<file path="src/rtl/idex_plr.sv">
// ID/EX pipeline register with load-use hazard detection, flush/halt bubble
// insertion and a saturating count of hazard bubbles.
module idex_plr #(
  parameter int unsigned DW = 16,
  parameter int unsigned RW = 4
) (
  input  logic          clk,
  input  logic          rst_n,
  input  logic          id_valid,
  input  logic [RW-1:0] id_Rs,
  input  logic [RW-1:0] id_Rt,
  input  logic [RW-1:0] id_WR,
  input  logic          id_usesRs,
  input  logic          id_usesRt,
  input  logic          id_RegWrite,
  input  logic          id_MemRead,
  input  logic          id_MemWrite,
  input  logic          id_Halt,
  input  logic [3:0]    id_ALUOp,
  input  logic [DW-1:0] id_RD1,
  input  logic [DW-1:0] id_RD2,
  input  logic [DW-1:0] id_Imm,
  input  logic          flush,
  output logic          Stall,
  output logic          valid_EX,
  output logic [RW-1:0] idexRs,
  output logic [RW-1:0] idexRt,
  output logic [RW-1:0] idex_WR,
  output logic          RegWrite_EX,
  output logic          MemRead_EX,
  output logic          MemWrite_EX,
  output logic          Halt_EX,
  output logic [3:0]    ALUOp_EX,
  output logic [DW-1:0] RD1_EX,
  output logic [DW-1:0] RD2_EX,
  output logic [DW-1:0] Imm_EX,
  output logic          halted,
  output logic [15:0]   bubble_cnt
);

  logic          r_valid;
  logic [RW-1:0] r_rs;
  logic [RW-1:0] r_rt;
  logic [RW-1:0] r_wr;
  logic          r_regwrite;
  logic          r_memread;
  logic          r_memwrite;
  logic          r_halt;
  logic [3:0]    r_aluop;
  logic [DW-1:0] r_rd1;
  logic [DW-1:0] r_rd2;
  logic [DW-1:0] r_imm;
  logic          r_halted;
  logic [15:0]   r_bubble_cnt;

  logic          w_hazard;
  logic          w_load_halt;

  // Load-use hazard: a valid load in EX writes a register the ID instruction reads.
  always_comb begin
    w_hazard = 1'b0;
    if (id_valid && r_valid && r_memread && (r_wr != '0)) begin
      w_hazard = (id_usesRs && (id_Rs == r_wr)) || (id_usesRt && (id_Rt == r_wr));
    end
  end

  assign w_load_halt = id_valid && id_Halt;
  assign Stall       = w_hazard && !flush && !r_halted;

  // Pipeline register update: flush > halted > hazard > normal load.
  always_ff @(posedge clk or negedge rst_n) begin
    if (!rst_n) begin
      r_valid      <= 1'b0;
      r_rs         <= '0;
      r_rt         <= '0;
      r_wr         <= '0;
      r_regwrite   <= 1'b0;
      r_memread    <= 1'b0;
      r_memwrite   <= 1'b0;
      r_halt       <= 1'b0;
      r_aluop      <= '0;
      r_rd1        <= '0;
      r_rd2        <= '0;
      r_imm        <= '0;
      r_halted     <= 1'b0;
      r_bubble_cnt <= '0;
    end else if (flush || r_halted || w_hazard) begin
      r_valid    <= 1'b0;
      r_rs       <= '0;
      r_rt       <= '0;
      r_wr       <= '0;
      r_regwrite <= 1'b0;
      r_memread  <= 1'b0;
      r_memwrite <= 1'b0;
      r_halt     <= 1'b0;
      r_aluop    <= '0;
      r_rd1      <= '0;
      r_rd2      <= '0;
      r_imm      <= '0;
      // Only genuine hazard bubbles are counted; flush and halt take precedence.
      if (!flush && !r_halted && (r_bubble_cnt != 16'hFFFF)) begin
        r_bubble_cnt <= r_bubble_cnt + 16'd1;
      end
    end else begin
      r_valid    <= id_valid;
      r_rs       <= id_Rs;
      r_rt       <= id_Rt;
      r_wr       <= id_WR;
      r_regwrite <= id_valid && id_RegWrite;
      r_memread  <= id_valid && id_MemRead;
      r_memwrite <= id_valid && id_MemWrite;
      r_halt     <= w_load_halt;
      r_aluop    <= id_valid ? id_ALUOp : 4'd0;
      r_rd1      <= id_RD1;
      r_rd2      <= id_RD2;
      r_imm      <= id_Imm;
      if (w_load_halt) begin
        r_halted <= 1'b1;
      end
    end
  end

  assign valid_EX    = r_valid;
  assign idexRs      = r_rs;
  assign idexRt      = r_rt;
  assign idex_WR     = r_wr;
  assign RegWrite_EX = r_regwrite;
  assign MemRead_EX  = r_memread;
  assign MemWrite_EX = r_memwrite;
  assign Halt_EX     = r_halt;
  assign ALUOp_EX    = r_aluop;
  assign RD1_EX      = r_rd1;
  assign RD2_EX      = r_rd2;
  assign Imm_EX      = r_imm;
  assign halted      = r_halted;
  assign bubble_cnt  = r_bubble_cnt;

endmodule

</file>
<file path="config.mk">
export PLATFORM = sky130hd
export DESIGN_NAME = idex_plr
export DESIGN_NICKNAME = d
export VERILOG_FILES = /design/src/rtl/idex_plr.sv
export SDC_FILE = /design/constraint.sdc
export NUM_CORES = 1
export LEC_CHECK = 0
export BUFFER_PORTS_ARGS = -buffer_cell sky130_fd_sc_hd__buf_2
export CORE_MARGIN = 10
export CORE_UTILIZATION = 40
export DETAILED_ROUTE_END_ITERATION = 6
export HOLD_SLACK_MARGIN = 0.08
export PLACE_DENSITY = 0.71
export SYNTH_ARGS = -nofsm -noshare
export SYNTH_HDL_FRONTEND = slang
export SYNTH_SLANG_ARGS = --single-unit
</file>
<file path="constraint.sdc">
create_clock -name clk -period 2.8 [get_ports clk]
set_clock_uncertainty 0.15 [all_clocks]
set_input_delay 0.84 -clock clk [delete_from_list [all_inputs] [get_ports clk]]
set_output_delay 0.84 -clock clk [all_outputs]
set_load 0.005 [all_outputs]
</file>
==> impl_metrics.prom, run 1 <==
# TYPE chip_impl_metric gauge
chip_impl_metric{name="maxClockFrequency",unit="GHz"} 0.365
chip_impl_metric{name="power_leakage",unit="nW"} 2.55
chip_impl_metric{name="h_tree_levels",unit=""} 3
chip_impl_metric{name="netlist_instances",unit=""} 238
chip_impl_metric{name="grt_usage",unit=""} 0.136
chip_impl_metric{name="portion_of_synthesized_cell_area_occupied_by_the_leading_cell_type",unit=""} 0.676
chip_impl_info{name="netlist_top_cells_area",value="dfrtp_1 68%, and2_1 12%, xnor2_1 4.4%, and3_1 1.8%, xor2_1 1.7%"} 1
chip_impl_info{name="status",value="finished clean"} 1
chip_impl_metric{name="logic_pwr_share",unit=""} 0.038
chip_impl_metric{name="final_cell_area",unit="um2"} 4390
chip_impl_info{name="worstSetupEndpointType",value="primary output"} 1
chip_impl_info{name="clk_root_buffer_cell",value="clkbuf_8"} 1
chip_impl_metric{name="worstPathRequired",unit="ps"} 1810
chip_impl_metric{name="floorplan.initialDensity",unit=""} 0.412
chip_impl_metric{name="cts.repair_timing.setup_buffer_count",unit=""} 0
chip_impl_metric{name="routedWlPerCell",unit="um"} 16.2
chip_impl_metric{name="irDropWorstVdd",unit="mV"} 0.275
chip_impl_metric{name="synth.yosys.warnings",unit=""} 0
chip_impl_metric{name="netSwitchingPower",unit="mW"} 0.471
chip_impl_metric{name="die_w",unit="um"} 109
chip_impl_metric{name="max_cap_viol_count",unit=""} 0
chip_impl_info{name="timing_worst_setup_path_type",value="input port to primary output"} 1
chip_impl_metric{name="ant_nets",unit=""} 0
chip_impl_metric{name="post_route_cells_drive_above_1_share",unit=""} 0.483
chip_impl_metric{name="cts.clk_slew.worst_paths",unit="ps"} 80
chip_impl_metric{name="cts.sink_count",unit=""} 86
chip_impl_metric{name="place_hpwl",unit="mm"} 6.30
chip_impl_metric{name="die_h",unit="um"} 109
chip_impl_metric{name="power.density_cell_area",unit="nW/um2"} 520
chip_impl_metric{name="ctsHoldBuffers",unit=""} 0
chip_impl_metric{name="cellInternalPower",unit="mW"} 1.81
chip_impl_metric{name="syn-num-nets",unit=""} 313
chip_impl_info{name="rsz0062_at_grt",value="no"} 1
chip_impl_metric{name="crit_path_max_fanout",unit=""} 2
chip_impl_metric{name="grt_pass1_wl",unit="mm"} 12.5
chip_impl_metric{name="synthesized_flop_and_latch_total",unit=""} 86
chip_impl_metric{name="regArea",unit="um2"} 2150
chip_impl_metric{name="worst_slew_pin_slew",unit="ps"} 671
chip_impl_metric{name="finalCriticalPeriod",unit="ps"} 2740
chip_impl_metric{name="cts_max_path_buffers",unit=""} 2
chip_impl_metric{name="place_area",unit="um2"} 4130
chip_impl_metric{name="antennaDiodeCount",unit=""} 0
chip_impl_metric{name="synthToLayoutAreaGrowth",unit="%"} 37.7
chip_impl_metric{name="hold_viol_final",unit=""} 0
chip_impl_info{name="yosysTopAreaCell",value="dfrtp_1"} 1
chip_impl_metric{name="swShare",unit=""} 0.207
chip_impl_metric{name="clkLatencyLatePin",unit="ps"} 340
chip_impl_metric{name="preCtsSetupSlack",unit="ps"} -67.3
chip_impl_metric{name="final_setup_violation_count",unit=""} 0
chip_impl_metric{name="synth-seq-area-share",unit=""} 0.676
chip_impl_metric{name="avgSynthCellArea",unit="um2"} 13.4
chip_impl_metric{name="via_count_of_the_first_global_routing_pass",unit=""} 2520
chip_impl_metric{name="placementRows",unit=""} 32
chip_impl_metric{name="multi_input_comb_area",unit="um2"} 1000
chip_impl_metric{name="port_buffers",unit=""} 160
chip_impl_metric{name="synthesis.area",unit="um2"} 3180
chip_impl_metric{name="grt_start_max_net_pins",unit=""} 70
chip_impl_metric{name="detail_route.vias_per_cell",unit=""} 4.44
chip_impl_metric{name="sequentialPowerShare",unit=""} 0.544
chip_impl_metric{name="timing.max_slew.rel_slack",unit=""} 0.551
chip_impl_metric{name="post_route_worst_setup_slack",unit="ps"} 60.7
chip_impl_metric{name="synth_edf_count",unit=""} 0
chip_impl_metric{name="globalplace.congestion",unit=""} 0.763
chip_impl_metric{name="netlist_cell_types",unit=""} 31
chip_impl_metric{name="floorplan.core_area",unit="um2"} 7730
chip_impl_info{name="cts_tree",value="built"} 1
chip_impl_metric{name="nets",unit=""} 483
chip_impl_metric{name="final.fill_count",unit=""} 699
chip_impl_metric{name="firstDrtPassIters",unit=""} 4
chip_impl_metric{name="num_vias",unit=""} 2283
chip_impl_metric{name="synthArstFlopShare",unit=""} 1.00
chip_impl_metric{name="detailedRoute.firstIterationViolations",unit=""} 49
chip_impl_metric{name="drc_errors",unit=""} 0
chip_impl_info{name="hold_class",value="input port to asynchronous set/reset pin"} 1
chip_impl_info{name="yosys_most_used_dff",value="dfrtp_1"} 1
chip_impl_metric{name="period_share",unit=""} 0.978
chip_impl_metric{name="floorplan_die_area",unit="um2"} 11900
chip_impl_metric{name="power.clock.fraction",unit=""} 0.418
chip_impl_metric{name="io-pin-count",unit=""} 161
chip_impl_info{name="worst_setup_path_start_kind",value="input port"} 1
chip_impl_metric{name="worst_ep_arrival_time",unit="ps"} 1750
chip_impl_metric{name="drv_slew",unit=""} 0
chip_impl_metric{name="grt_remaining_overflow",unit=""} 0
chip_impl_metric{name="routed_wl",unit="mm"} 8.35
chip_impl_metric{name="antenna_violations_before_repair",unit=""} 1
chip_impl_metric{name="cts_buffers",unit=""} 9
[through the flow]
step           cells  setup TNS, ps  utilization  total power, mW  hold WS [ps]
2_1_floorplan    238              0            -             1.27           323
3_3_place_gp     498          -68.3        0.535             1.35           330
3_5_place_dp     498           -968        0.535             1.35           338
4_1_cts          513              0        0.565             2.31           328
5_1_grt          514              0        0.568             2.37           335
6_report         514              0        0.568             2.28           321
[final timing paths]
kind	start	slack [ps]	to	cells past startpoint
max	id_Rs[0]	60	Stall	6
min	rst_n	320	Imm_EX[1]	1
max reg2reg	idex_WR[0]	600	ALUOp_EX[1]	7
min reg2reg	bubble_cnt[15]	350	bubble_cnt[15]	1
max in group asynchronous	rst_n	1550	Imm_EX[14]	2
min in group clk	bubble_cnt[15]	350	bubble_cnt[15]	1
[sequential cells by signal, summed over array words and instances (netlist names)]
register	cells
Imm_EX	16
RD1_EX	16
RD2_EX	16
bubble_cnt	16
ALUOp_EX	4
idexRs	4
idexRt	4
idex_WR	4
Halt_EX	1
MemRead_EX	1
MemWrite_EX	1
RegWrite_EX	1
halted	1
valid_EX	1
[final cells by class]
type,count,area share
clock buffer,10,0.0314
clock inverter,5,0.0191
inverter,2,0.00171
multi-input combinational,142,0.229
sequential,86,0.491
tap,102,0.0291
timing repair buffer,167,0.199
[routing by layer]
layer,vias up,global-route usage,part of all wire
met5,-,0,0
met4,0,0.0455,0.0096
met3,7,0.0832,0.14
met2,98,0.222,0.48
met1,1069,0.144,0.37
li1,1109,-,-
[timing repair]
action                                  CTS  global route
cloned                                    0             1
pin swaps                                 0             4
endpoints found under the setup margin    1            70
resized for setup                         3             2
[cells in the mapped netlist, types with 2 or more instances]
cell and count:
a21oi_1 2, and2_1 62, and3_1 9, and3_2 3
and3_4 2, and4_2 2, buf_2 6, dfrtp_1 86
inv_1 2, nand2_1 6, nand3_1 10, nand4_1 4
nand4_2 2, nor2_1 3, nor3_1 3, xnor2_1 16
xor2_1 6
[critical path: stages]
cell	delay, ps
buf_2	110
xor2_1	150
nor3_2	210
nand4_2	140
a21oi_2	170
buf_2	140
[power groups by stage]
stage	clock, mW	sequential, mW	combinational, mW
3_5_place_dp	0	1.27	0.0871
5_1_grt	1.03	1.24	0.0997
6_report	0.953	1.24	0.0862
2_1_floorplan	0	1.27	0.00728
3_3_place_gp	0	1.27	0.0855
4_1_cts	0.981	1.24	0.0886
[kinds of logic (layout without fill, tap and decap cells)]
family / after synthesis / count (layout) / share of synthesized area
DFF: 86 / 86 / 0.676
and+or+nand+nor: 113 / 114 / 0.230
adders and majority gates: 1 / 1 / 0.00393
muxes: 1 / 1 / 0.00354
buffers and inverters: 11 / 184 / 0.0189
AOI/OAI and AO/OA: 4 / 4 / 0.00747
xor gates and xnor gates: 22 / 22 / 0.0605
[placed cells by master, fill, tap and decap left out, types with 2 or more instances in the layout]
master      instances
nand4_2             2
clkbuf_8           10
nor2_4              3
and2_1             62
nor2_1              3
inv_1               2
bufinv_16           2
nand4_1             4
and3_1              9
clkinvlp_4          2
buf_4               7
and3_4              2
nand3_1            10
dfrtp_1            86
nand2_1             6
and4_2              2
xnor2_1            16
buf_2             158
nor3_2              2
xor2_1              6
and3_2              3
No activity file was read; power rests on OpenSTA's default activity.
==> run 2: changes to the inputs <==
- CORE_ASPECT_RATIO: not set -> 1.25
==> run 2 against run 1 <==
Sequential share of layout area down 0.32 points. Design area increased by 0.66%. Clock-buffer cell count rose by 1. Non-clock buffer count rose by 1. Largest cell class unchanged. Largest power group unchanged.
==> impl_metrics.prom, run 2 (synthesis results as in run 1) <==
# TYPE chip_impl_metric gauge
chip_impl_info{name="status",value="finished clean"} 1
chip_impl_metric{name="worstPathRequired",unit="ps"} 1810
chip_impl_metric{name="detail_route.vias_per_cell",unit=""} 4.57
chip_impl_metric{name="floorplan.core_area",unit="um2"} 7790
chip_impl_metric{name="final_util",unit=""} 0.566
chip_impl_metric{name="route.met2.wl",unit="mm"} 4.30
chip_impl_metric{name="routed_wl",unit="mm"} 8.24
chip_impl_info{name="worstSetupEndpointType",value="primary output"} 1
chip_impl_metric{name="timing.max_slew.rel_slack",unit=""} 0.296
chip_impl_metric{name="power_leakage",unit="nW"} 2.56
chip_impl_metric{name="nets",unit=""} 483
chip_impl_metric{name="worst-r2r-cell-count",unit=""} 7
chip_impl_info{name="reg2reg_from",value="idex_WR[0]"} 1
chip_impl_metric{name="post_route_cells_drive_above_1_share",unit=""} 0.485
chip_impl_metric{name="clkLatencyLatePin",unit="ps"} 340
chip_impl_metric{name="hold_viol_final",unit=""} 0
chip_impl_metric{name="port_buffers",unit=""} 160
chip_impl_metric{name="place_hpwl",unit="mm"} 6.43
chip_impl_metric{name="antenna_violations_before_repair",unit=""} 3
chip_impl_metric{name="ff2ff_setup_slack",unit="ps"} 360
chip_impl_metric{name="worst_ep_arrival_time",unit="ps"} 1760
chip_impl_metric{name="cts.clk_slew.worst_paths",unit="ps"} 80
chip_impl_metric{name="cts.sink_count",unit=""} 86
chip_impl_metric{name="irDropWorstVdd",unit="mV"} 0.376
chip_impl_metric{name="max_cap_viol_count",unit=""} 0
chip_impl_metric{name="globalplace.congestion",unit=""} 0.792
chip_impl_metric{name="crit_path_max_fanout",unit=""} 2
chip_impl_metric{name="cts_max_path_buffers",unit=""} 2
chip_impl_metric{name="num_vias",unit=""} 2328
chip_impl_info{name="capture_point_of_the_worst_reg_to_reg_path",value="ALUOp_EX[0]"} 1
chip_impl_info{name="mostFrequentLayoutCell",value="buf_2"} 1
chip_impl_info{name="cts_tree",value="built"} 1
chip_impl_metric{name="firstDrtPassIters",unit=""} 4
chip_impl_metric{name="routedWlPerCell",unit="um"} 16.2
chip_impl_metric{name="placementRows",unit=""} 36
chip_impl_info{name="rsz0062_at_grt",value="yes"} 1
chip_impl_metric{name="grt_usage",unit=""} 0.138
chip_impl_metric{name="ant_nets",unit=""} 0
chip_impl_metric{name="final.fill_count",unit=""} 694
chip_impl_metric{name="floorplan.initialDensity",unit=""} 0.409
chip_impl_info{name="final_cell_mix",value="157 x buf_2, 86 x dfrtp_1, 62 x and2_1"} 1
chip_impl_metric{name="via_count_of_the_first_global_routing_pass",unit=""} 2664
chip_impl_info{name="worst_setup_path_start_kind",value="input port"} 1
chip_impl_metric{name="final_setup_violation_count",unit=""} 0
chip_impl_metric{name="worst_slew_pin_slew",unit="ps"} 1050
chip_impl_metric{name="maxClockFrequency",unit="GHz"} 0.364
chip_impl_metric{name="place_area",unit="um2"} 4130
chip_impl_metric{name="grt_remaining_overflow",unit=""} 0
chip_impl_metric{name="drv_slew",unit=""} 0
chip_impl_metric{name="ctsHoldBuffers",unit=""} 0
chip_impl_metric{name="power.density_cell_area",unit="nW/um2"} 534
chip_impl_metric{name="grt_pass1_wl",unit="mm"} 13.1
chip_impl_metric{name="die_w",unit="um"} 99.8
chip_impl_metric{name="detailedRoute.firstIterationViolations",unit=""} 40
chip_impl_metric{name="setup_total_negative_slack",unit="ps"} 0
chip_impl_metric{name="drc_errors",unit=""} 0
chip_impl_metric{name="grt_start_max_net_pins",unit=""} 70
chip_impl_metric{name="met1Wirelength",unit="mm"} 2.78
chip_impl_metric{name="finalCriticalPeriod",unit="ps"} 2750
chip_impl_metric{name="die_h",unit="um"} 120
chip_impl_metric{name="io-pin-count",unit=""} 161
chip_impl_metric{name="met3WireLength",unit="mm"} 1.04
chip_impl_info{name="top_layer_used",value="met5"} 1
chip_impl_metric{name="floorplan_die_area",unit="um2"} 12000
chip_impl_metric{name="final_cell_area",unit="um2"} 4410
chip_impl_info{name="hold_class",value="input port to asynchronous set/reset pin"} 1
chip_impl_info{name="clk_root_buffer_cell",value="clkbuf_8"} 1
chip_impl_metric{name="cts_buffers",unit=""} 9
chip_impl_metric{name="h_tree_levels",unit=""} 3
chip_impl_metric{name="synthToLayoutAreaGrowth",unit="%"} 38.6
chip_impl_info{name="timing_worst_setup_path_type",value="input port to primary output"} 1
chip_impl_metric{name="period_share",unit=""} 0.982
[run 2: cell count changes in the layout (fill, tap and decap cells not counted), sizes merged]
cell      delta
clkbuf       +1
clkinvlp     -2
nor2         -1
diode        +2
bufinv       +1
buf          +1
[run 2: critical path: stages]
cell     delay, ps
buf_6          100
xor2_2         140
nor3_2         240
nand4_2        130
a21oi_2        180
buf_2          130
[run 2: worst max-delay path by stage]
stage            end      from  cells past startpoint  slack (ps)
2_1_floorplan  Stall  id_Rs[0]                      4         170
3_3_place_gp   Stall  id_Rt[0]                      6         -90
3_5_place_dp   Stall  id_Rt[0]                      6        -110
4_1_cts        Stall  id_Rs[0]                      6          20
5_1_grt        Stall  id_Rt[2]                      6         -20
6_report       Stall  id_Rt[2]                      6          50
[run 2: per-stage QoR]
| stage | std cells | hold slack (ps) | power, mW | setup slack [ps] |
|---|---|---|---|---|
| floorplan | 238 | 323 | 1.27 | 174 |
| global route | 508 | 236 | 2.45 | -22.9 |
| detailed placement | 492 | 317 | 1.35 | -108 |
| finish | 509 | 242 | 2.36 | 50.0 |
| global placement | 492 | 310 | 1.35 | -91.3 |
| CTS | 507 | 234 | 2.38 | 17.3 |
[run 2: what timing repair did]
action / CTS / global route
endpoints found under the setup margin: 1 / 1
endpoints found under the hold margin: 0 / 0
setup buffers: 0 / 0
pin swaps: 0 / 5
gates resized for setup: 3 / 6
[run 2: final cells by class]
type | count | area (um2) | share of cell area
inverters | 2 | 7.51 | 0.00170
repair buffers | 168 | 888 | 0.201
well taps | 95 | 119 | 0.0269
flip-flops and latches | 86 | 2150 | 0.488
multi-input cells | 141 | 1010 | 0.228
clock buffers | 11 | 141 | 0.0320
clock inverters | 4 | 95.1 | 0.0215
diodes | 2 | 5.00 | 0.00113
[run 2: per-layer routing]
metal | up-vias | global-route usage
met5 | - | 0
li1 | 1109 | -
met2 | 94 | 0.229
met4 | 2 | 0.0664
met1 | 1114 | 0.136
met3 | 9 | 0.0786
[run 2: power by group]
group / switching (mW) / internal [mW] / leakage (nW) / total, mW
registers: 0 / 1.24 / 1.20 / 1.24
logic: 0.0436 / 0.0463 / 1.25 / 0.0899
clock network: 0.417 / 0.612 / 0.119 / 1.03
total: 0.461 / 1.90 / 2.56 / 2.36
